==> src/rtl/ram_bus_arbiter_pkg.sv <==
// Shared constants for the byte-wide RAM/IO bus sequencer: FSM encoding,
// load/store size codes, IO window select and datapath widths.
package ram_bus_arbiter_pkg;

  localparam int AddrLen = 32;
  localparam int RegLen  = 32;

  localparam logic [1:0] IoSel = 2'b11;

  localparam logic [1:0] SzByte = 2'b00;
  localparam logic [1:0] SzHalf = 2'b01;
  localparam logic [1:0] SzWord = 2'b10;

  typedef enum logic [2:0] {
    ST_IDLE    = 3'd0,
    ST_IF_RD   = 3'd1,
    ST_LS_RD   = 3'd2,
    ST_LS_WR   = 3'd3,
    ST_IO_WAIT = 3'd4
  } state_e;

  // Size code 11 is deliberately folded into the word case.
  function automatic logic [2:0] beats(input logic [1:0] size);
    case (size)
      SzByte:  return 3'd1;
      SzHalf:  return 3'd2;
      default: return 3'd4;
    endcase
  endfunction

endpackage

==> src/rtl/ram_bus_arbiter.sv <==
// Arbitrates fetch vs load/store onto the byte-wide RAM/IO bus and splits each
// access into byte beats against the 1-cycle-read-latency memory.
module ram_bus_arbiter
  import ram_bus_arbiter_pkg::*;
#(
  parameter int         ADDR_W = AddrLen,
  parameter logic [1:0] IO_SEL = IoSel
) (
  input  logic              clk,
  input  logic              rst_n,
  input  logic              rdy,
  input  logic [7:0]        ram_din,
  output logic [7:0]        ram_dout,
  output logic [ADDR_W-1:0] ram_addr,
  output logic              ram_wr,
  input  logic              io_buffer_full,
  input  logic              if_req,
  input  logic [ADDR_W-1:0] if_addr,
  input  logic              if_flush,
  output logic              if_valid,
  output logic [RegLen-1:0] if_data,
  input  logic              ls_req,
  input  logic              ls_we,
  input  logic [ADDR_W-1:0] ls_addr,
  input  logic [1:0]        ls_size,
  input  logic [RegLen-1:0] ls_wdata,
  output logic              ls_done,
  output logic [RegLen-1:0] ls_rdata
);

  state_e              state_q, state_d;
  logic [ADDR_W-1:0]   base_q, base_d;
  logic [RegLen-1:0]   wdata_q, wdata_d;
  logic [RegLen-1:0]   data_q, data_d;
  logic [2:0]          ptr_i_q, ptr_i_d;
  logic [2:0]          ptr_c_q, ptr_c_d;
  logic [2:0]          n_q, n_d;
  logic                rdy_q;
  logic                if_valid_q, if_valid_d;
  logic                ls_done_q, ls_done_d;
  logic                rd_st;
  logic [2:0]          ptr_eff;

  // On the first cycle after a pause the read restarts from the first uncaptured byte.
  assign rd_st   = (state_q == ST_IF_RD) || (state_q == ST_LS_RD);
  assign ptr_eff = (rd_st && rdy && !rdy_q) ? ptr_c_q : ptr_i_q;

  assign ram_wr   = (state_q == ST_LS_WR) && rdy;
  assign ram_dout = ram_wr ? wdata_q[{ptr_i_q[1:0], 3'b000} +: 8] : 8'h00;
  assign ram_addr = (state_q == ST_IDLE) ? '0 : base_q + ADDR_W'(ptr_eff);

  assign if_valid = if_valid_q;
  assign ls_done  = ls_done_q;
  assign if_data  = data_q;
  assign ls_rdata = data_q;

  always_comb begin
    state_d    = state_q;
    base_d     = base_q;
    wdata_d    = wdata_q;
    data_d     = data_q;
    ptr_i_d    = ptr_i_q;
    ptr_c_d    = ptr_c_q;
    n_d        = n_q;
    if_valid_d = 1'b0;
    ls_done_d  = 1'b0;

    case (state_q)
      ST_IDLE: begin
        // A requester whose done pulse is showing still holds its request; skip it.
        if (rdy) begin
          if (ls_req && !ls_done_q) begin
            base_d  = ls_addr;
            wdata_d = ls_wdata;
            data_d  = '0;
            n_d     = beats(ls_size);
            ptr_i_d = 3'd0;
            ptr_c_d = 3'd0;
            if (!ls_we)                        state_d = ST_LS_RD;
            else if (ls_addr[17:16] == IO_SEL) state_d = ST_IO_WAIT;
            else                               state_d = ST_LS_WR;
          end else if (if_req && !if_valid_q) begin
            base_d  = if_addr;
            data_d  = '0;
            n_d     = 3'd4;
            ptr_i_d = 3'd0;
            ptr_c_d = 3'd0;
            state_d = ST_IF_RD;
          end
        end
      end

      ST_IF_RD, ST_LS_RD: begin
        if ((state_q == ST_IF_RD) && if_flush) begin
          state_d = ST_IDLE;
          ptr_i_d = 3'd0;
          ptr_c_d = 3'd0;
        end else if (rdy) begin
          ptr_i_d = (ptr_eff < n_q) ? ptr_eff + 3'd1 : ptr_eff;
          if (rdy_q && (ptr_c_q < ptr_i_q)) begin
            data_d[{ptr_c_q[1:0], 3'b000} +: 8] = ram_din;
            ptr_c_d = ptr_c_q + 3'd1;
            if (ptr_c_q + 3'd1 == n_q) begin
              state_d = ST_IDLE;
              ptr_i_d = 3'd0;
              ptr_c_d = 3'd0;
              if (state_q == ST_IF_RD) if_valid_d = 1'b1;
              else                     ls_done_d  = 1'b1;
            end
          end
        end
      end

      ST_LS_WR: begin
        if (rdy) begin
          if (ptr_i_q + 3'd1 == n_q) begin
            state_d   = ST_IDLE;
            ptr_i_d   = 3'd0;
            ls_done_d = 1'b1;
          end else begin
            ptr_i_d = ptr_i_q + 3'd1;
          end
        end
      end

      ST_IO_WAIT: begin
        if (rdy && !io_buffer_full) state_d = ST_LS_WR;
      end

      default: state_d = ST_IDLE;
    endcase
  end

  always_ff @(posedge clk or negedge rst_n) begin
    if (!rst_n) begin
      state_q    <= ST_IDLE;
      base_q     <= '0;
      wdata_q    <= '0;
      data_q     <= '0;
      ptr_i_q    <= 3'd0;
      ptr_c_q    <= 3'd0;
      n_q        <= 3'd0;
      rdy_q      <= 1'b0;
      if_valid_q <= 1'b0;
      ls_done_q  <= 1'b0;
    end else begin
      state_q    <= state_d;
      base_q     <= base_d;
      wdata_q    <= wdata_d;
      data_q     <= data_d;
      ptr_i_q    <= ptr_i_d;
      ptr_c_q    <= ptr_c_d;
      n_q        <= n_d;
      rdy_q      <= rdy;
      if_valid_q <= if_valid_d;
      ls_done_q  <= ls_done_d;
    end
  end

endmodule

==> config.mk <==
export PLATFORM = sky130hd
export DESIGN_NAME = ram_bus_arbiter
export DESIGN_NICKNAME = d
export VERILOG_FILES = /design/src/rtl/ram_bus_arbiter_pkg.sv /design/src/rtl/ram_bus_arbiter.sv
export SDC_FILE = /design/constraint.sdc
export NUM_CORES = 1
export LEC_CHECK = 0
export ABC_CLOCK_PERIOD_IN_PS = 5220
export BUFFER_PORTS_ARGS = -buffer_cell sky130_fd_sc_hd__buf_2
export CAP_MARGIN = 20
export CORE_UTILIZATION = 35
export CTS_BUF_LIST = sky130_fd_sc_hd__clkbuf_2 sky130_fd_sc_hd__clkbuf_4 sky130_fd_sc_hd__clkbuf_8
export DETAILED_ROUTE_END_ITERATION = 6
export MAX_ROUTING_LAYER = met4
export PLACE_DENSITY = 0.58
export SYNTH_ARGS = -nofsm -noshare
export SYNTH_HDL_FRONTEND = slang
export SYNTH_SLANG_ARGS = --single-unit
==> constraint.sdc <==
create_clock -name clk -period 5.22 [get_ports clk]
set_clock_uncertainty 0.1 [all_clocks]
set_input_delay 0.783 -clock clk [delete_from_list [all_inputs] [get_ports clk]]
set_output_delay 0.783 -clock clk [all_outputs]
set_load 0.02 [all_outputs]
Word-level counts from Yosys, hierarchy flattened
Index checks and enable logic that the tools add are counted.
{"block": "totals", "ff_bits": 111, "out_inout_bits": 107}
{"block": "op_classes", "add_sub_neg": 5, "n_lt_le_gt_ge": 2, "n_eq_ne": 19, "shift": 3, "mux": 59, "reduce_logical": 25}
{"op": "$mux W32", "n": 9}
{"op": "$mux W3", "n": 29}
{"op": "$pmux W32 S2", "n": 1}
{"op": "$add A32 B3 Y32", "n": 1}
{"op": "$bwmux W32", "n": 1}
{"op": "$shift A8 B7 Y32 const A", "n": 1}
{"op": "$shiftx A32 B6 Y8", "n": 1}
{"op": "$shiftx A8 B7 Y32", "n": 1}
{"op": "$mux W1", "n": 13}
{"op": "$ne A2 B2 Y1 const B", "n": 6}
{"op": "$pmux W3 S2", "n": 2}
{"op": "$pmux W3 S4", "n": 1}
{"op": "$reduce_and A5 Y1", "n": 2}
{"op": "$add A3 B1 Y3 const B", "n": 3}
{"op": "$ne A3 B3 Y1 const B", "n": 3}
{"op": "$pmux W3 S3", "n": 1}
{"op": "$logic_and A1 B1 Y1", "n": 8}
{"op": "$mux W8", "n": 1}
{"op": "$reduce_and A8 Y1", "n": 1}
{"op": "$neg A5 Y7", "n": 1}
{"op": "$eq A3 B2 Y1 const B", "n": 2}
{"op": "$eq A3 B3 Y1", "n": 2}
{"op": "$lt A3 B3 Y1", "n": 2}
{"op": "$reduce_and A3 Y1", "n": 2}
{"op": "15 further kinds", "n": 19}

Longest topological paths before layout
{"block": "depth", "depth_word": 12, "mapped_depth": 11, "ltp_nobuf": 11}

Least setup slack after synthesis
No wires, ideal clock.
{"block": "synth_path", "path_kind": "input to output", "startpoint": "in rdy", "endpoint": "out ram_addr[30]", "t_arrival_ns": 3.954, "required_ns": 4.337, "path_slack_ns": 0.383, "path_stages": 11, "n_path_buf": 0, "path_cell_list": "nand2b_1 > nor3_2 > mux2i_1 > ha_1 > inv_1 > fa_1 > nand2b_4 > a2111oi_4 > nand3_4 > or4_1 > a21oi_1"}
{"block": "synth_via", "elab_chain_cells": 5}
{"element": "start, declared", "line": "ram_bus_arbiter.sv:11", "text": "input logic rdy,"}
{"element": "$logic_and A1 B1 Y1 (2 in series)", "line": "ram_bus_arbiter.sv:46", "text": "assign ptr_eff = (rd_st && rdy && !rdy_q) ? ptr_c_q : ptr_i_q;"}
{"element": "$mux W3", "line": "ram_bus_arbiter.sv:46"}
{"element": "$add A32 B3 Y32", "line": "ram_bus_arbiter.sv:50", "text": "assign ram_addr = (state_q == ST_IDLE) ? '0 : base_q + ADDR_W'(ptr_eff);"}
{"element": "$mux W32", "line": "ram_bus_arbiter.sv:50"}
{"element": "end, declared", "line": "ram_bus_arbiter.sv:14", "text": "output logic [ADDR_W-1:0] ram_addr,"}
Every way passes these cells.

Worst setup path after layout
Same ends and word-level chain as after synthesis.

==> run_results.csv <==
group,metric,value,unit
route,antenna_left,0,
critical_path,critPathKind,"input port to output port",
layout,fillers,1823,
grt,grt_overflow,0,
synth,synth_cell_types,65,
synth,yosysMostFrequentCell,"dfrtp_1",
grt,first_global_vias,5119,
power_and_ir_drop,switchingPower,1664,uW
route,drc,0,
route,wl_per_cell,15.36,um
synth,synth_top_area_share,41.94,%
route,via_count,5437,
cts,ctsHoldBuffers,0,
synth,yosys.area.top_type,"dfrtp_1",
power_and_ir_drop,p_int,2104,uW
layout,nets,977,
critical_path,reg2reg_slack,2.19,ns
synth,synthFlopType,"dfrtp_1",
power_and_ir_drop,p_seq_share,38.6,%
layout,syn_to_final_growth,20.31,%
floorplan,rows,49,
power_and_ir_drop,p_leak,0.003958,uW
critical_path,critPathLaunchType,"input port",
synth,synth.ff_latch_count,111,
floorplan,dieArea,19480,sq um
cts,htree_num_levels,3,
power_and_ir_drop,total_power,3767,uW
sta,finalSetupViolCount,0,
critical_path,path_max_fanout,9,
power_and_ir_drop,irDropWorstVdd,0.2026,mV
sta,relSlewSlack,44.38,%
floorplan,die_height,139.6,um
synth,async_flop_share,100.0,%
synth,netlist_area,6623,sq um
cts,insertion_delay,0.39,ns
floorplan,design.core.area,18270,sq um
route,drt_iter0_markers,247,
cts,tritoncts,"done",
synth,yosysWarnings,0,
placed_design,place_congestion,0.8440,
power_and_ir_drop,cellPowerDensity,472.8,nW/um^2
placed_design,port_buffers,220,
grt,grt_max_degree,68,
critical_path,required,4.34,ns
floorplan,start_util,36.25,%
sta,holdWs,0.3796,ns
route,detail_route.wirelength,16.62,mm
synth,synth.cells.most_frequent,"dfrtp_1, nand2_1, mux2i_1, buf_4, o21ai_0",
grt,grt_pass1_wl,26.92,mm
critical_path,reg2reg_to,"ptr_i_q[1]",
floorplan,dieWidth,139.6,um
layout,instances_no_fill,1082,
sta,fmax,204.9,MHz
power_and_ir_drop,p_clk_share,13.5,%
sta,rsz0062_at_grt,"false",
synth,syn_nets,794,
synth,synth_edf_count,0,
route,vias_per_cell,5.025,
placed_design,preCtsSetupSlack,0.3075,ns
run,maxCapViolCount,0,
placed_design,place_inst,1063,
sta,worst_pin_slew,0.8344,ns
sta,setup_tns,0,ns
sta,fin_crit,4.880,ns
grt,grt_use_total,18.19,%
min_path,hp-class,"input port to asynchronous set/reset pin",
synth,syn_inst,664,
route,drt_pass1_iterations,4,
critical_path,rr_worst_depth,10,
placed_design,hpwlAfterDp,12.48,mm
layout,drive_gt1_share,32.63,%
sta,hold_viol,0,
sta,slew_viol_final,0,
cts,root_buffer,"clkbuf_8",
cts,clock-sinks,111,
cts,clk_pin_slew,0.11,ns
cts,numCtsBuffers,9,
status,status,"completed",
power_and_ir_drop,swShare,44.16,%
power_and_ir_drop,power_frac_comb,47.9,%
critical_path,cp.arrival,4.00,ns
critical_path,critPathCaptureType,"output port",
sta,fin_ws,0.3400,ns
synth,seq_area_frac_synth,41.94,%
synth,syn_avg_cell_area,9.974,sq um
grt,grt_antenna_before_repair,1,
cts,clk_path_buf_depth,2,
synth,synthTopCellsByArea,"dfrtp_1, mux2i_1, mux2_1",
critical_path,reg2reg_from,"state_q[0]",
sta,period_share,93.49,%
floorplan,io_pins,221,
[area by class of cell]
class                   count  area, sq um  share of cell area [%]
diodes                      1        2.502                 0.03141
clock buffers              11        145.1                   1.822
clock inverters             5        40.04                  0.5025
inverters                  36        135.1                   1.696
multi-input cells         455         3363                   42.21
flip-flops and latches    111         2779                   34.88
well taps                 229        286.5                   3.596
repair buffers            234         1216                   15.26
[power groups by stage]
stage               Sequential, uW  Clock (uW)  Combinational, uW
floorplan                     1420           0               1330
global placement              1460           0               1780
detailed placement            1470           0               1810
CTS                           1460         539               1810
global route                  1510         564               2010
finish                        1450         510               1800
[critical path: stages]
cell and delay (ns):
buf_2 0.18, nand2b_1 0.14, nor3_2 0.26, mux2i_1 0.27, ha_1 0.20, inv_1 0.06, fa_1 0.40, nand2b_4 0.17
a2111oi_4 0.48, nand3_4 0.14, or4_1 0.52, a21oi_1 0.21, buf_2 0.19
[sequential cells by signal (all words and copies together), names as in the netlist]
register and flops:
n_q 3, if_valid 1, state_q 3, ls_done 1, if_data 32, wdata_q 32
base_q 32, ptr_c_q 3, ptr_i_q 3, rdy_q 1
[what timing repair did]
| item | CTS | global route |
|---|---|---|
| gates resized for setup | 0 | 1 |
| buffers inserted | 0 | 1 |
| endpoints found under the setup margin | 0 | 2 |
[kinds of logic after synthesis]
| logic type | synth area share [%] |
|---|---|
| flops | 41.94 |
| compound gates | 12.02 |
| xor+xnor | 4.402 |
| simple gates | 15.89 |
| fa+ha+maj | 3.136 |
| buf+inv | 7.500 |
| mux | 15.11 |
[layer usage]
metal / vias to the layer above / part of all wire [%] / global-route usage (%)
met4: 0 / 1.4 / 4.974
li1: 2683 / - / -
met3: 14 / 4.0 / 3.063
met1: 2576 / 50 / 24.79
met5: - / 0 / -
met2: 164 / 45 / 27.93
[cells in the final DEF, fill, tap and decap left out, drive strengths merged, types with 12 or more instances in the layout]
cell	count
ha	15
xor2	20
dfrtp	111
nand2	67
o21ai	55
nor2b	14
nand3	24
a22o	17
mux2	32
mux2i	46
inv	37
nand4	12
nor2	33
buf	234
a21oi	20
[stage by stage]
| stage | utilization, % | cell area, sq um |
|---|---|---|
| 3_5_place_dp | 42.49 | 7764 |
| 6_report | 43.61 | 7968 |
| 3_3_place_gp | 42.41 | 7749 |
| 4_1_cts | 43.51 | 7949 |
| 2_1_floorplan | - | 6623 |
| 5_1_grt | 43.61 | 7968 |
[worst max path at each step]
stage          startpoint      endpoint  cells past startpoint  slack, ns
6_report              rdy  ram_addr[30]                     13       0.34
5_1_grt        state_q[0]  ram_addr[30]                     12       0.11
4_1_cts        state_q[0]  ram_addr[30]                     12        0.1
3_5_place_dp          rdy  ram_addr[30]                     13       0.31
3_3_place_gp          rdy  ram_addr[30]                     13       0.38
2_1_floorplan         rdy  ram_addr[30]                     11       0.38
(Power assumes the default switching activity.)
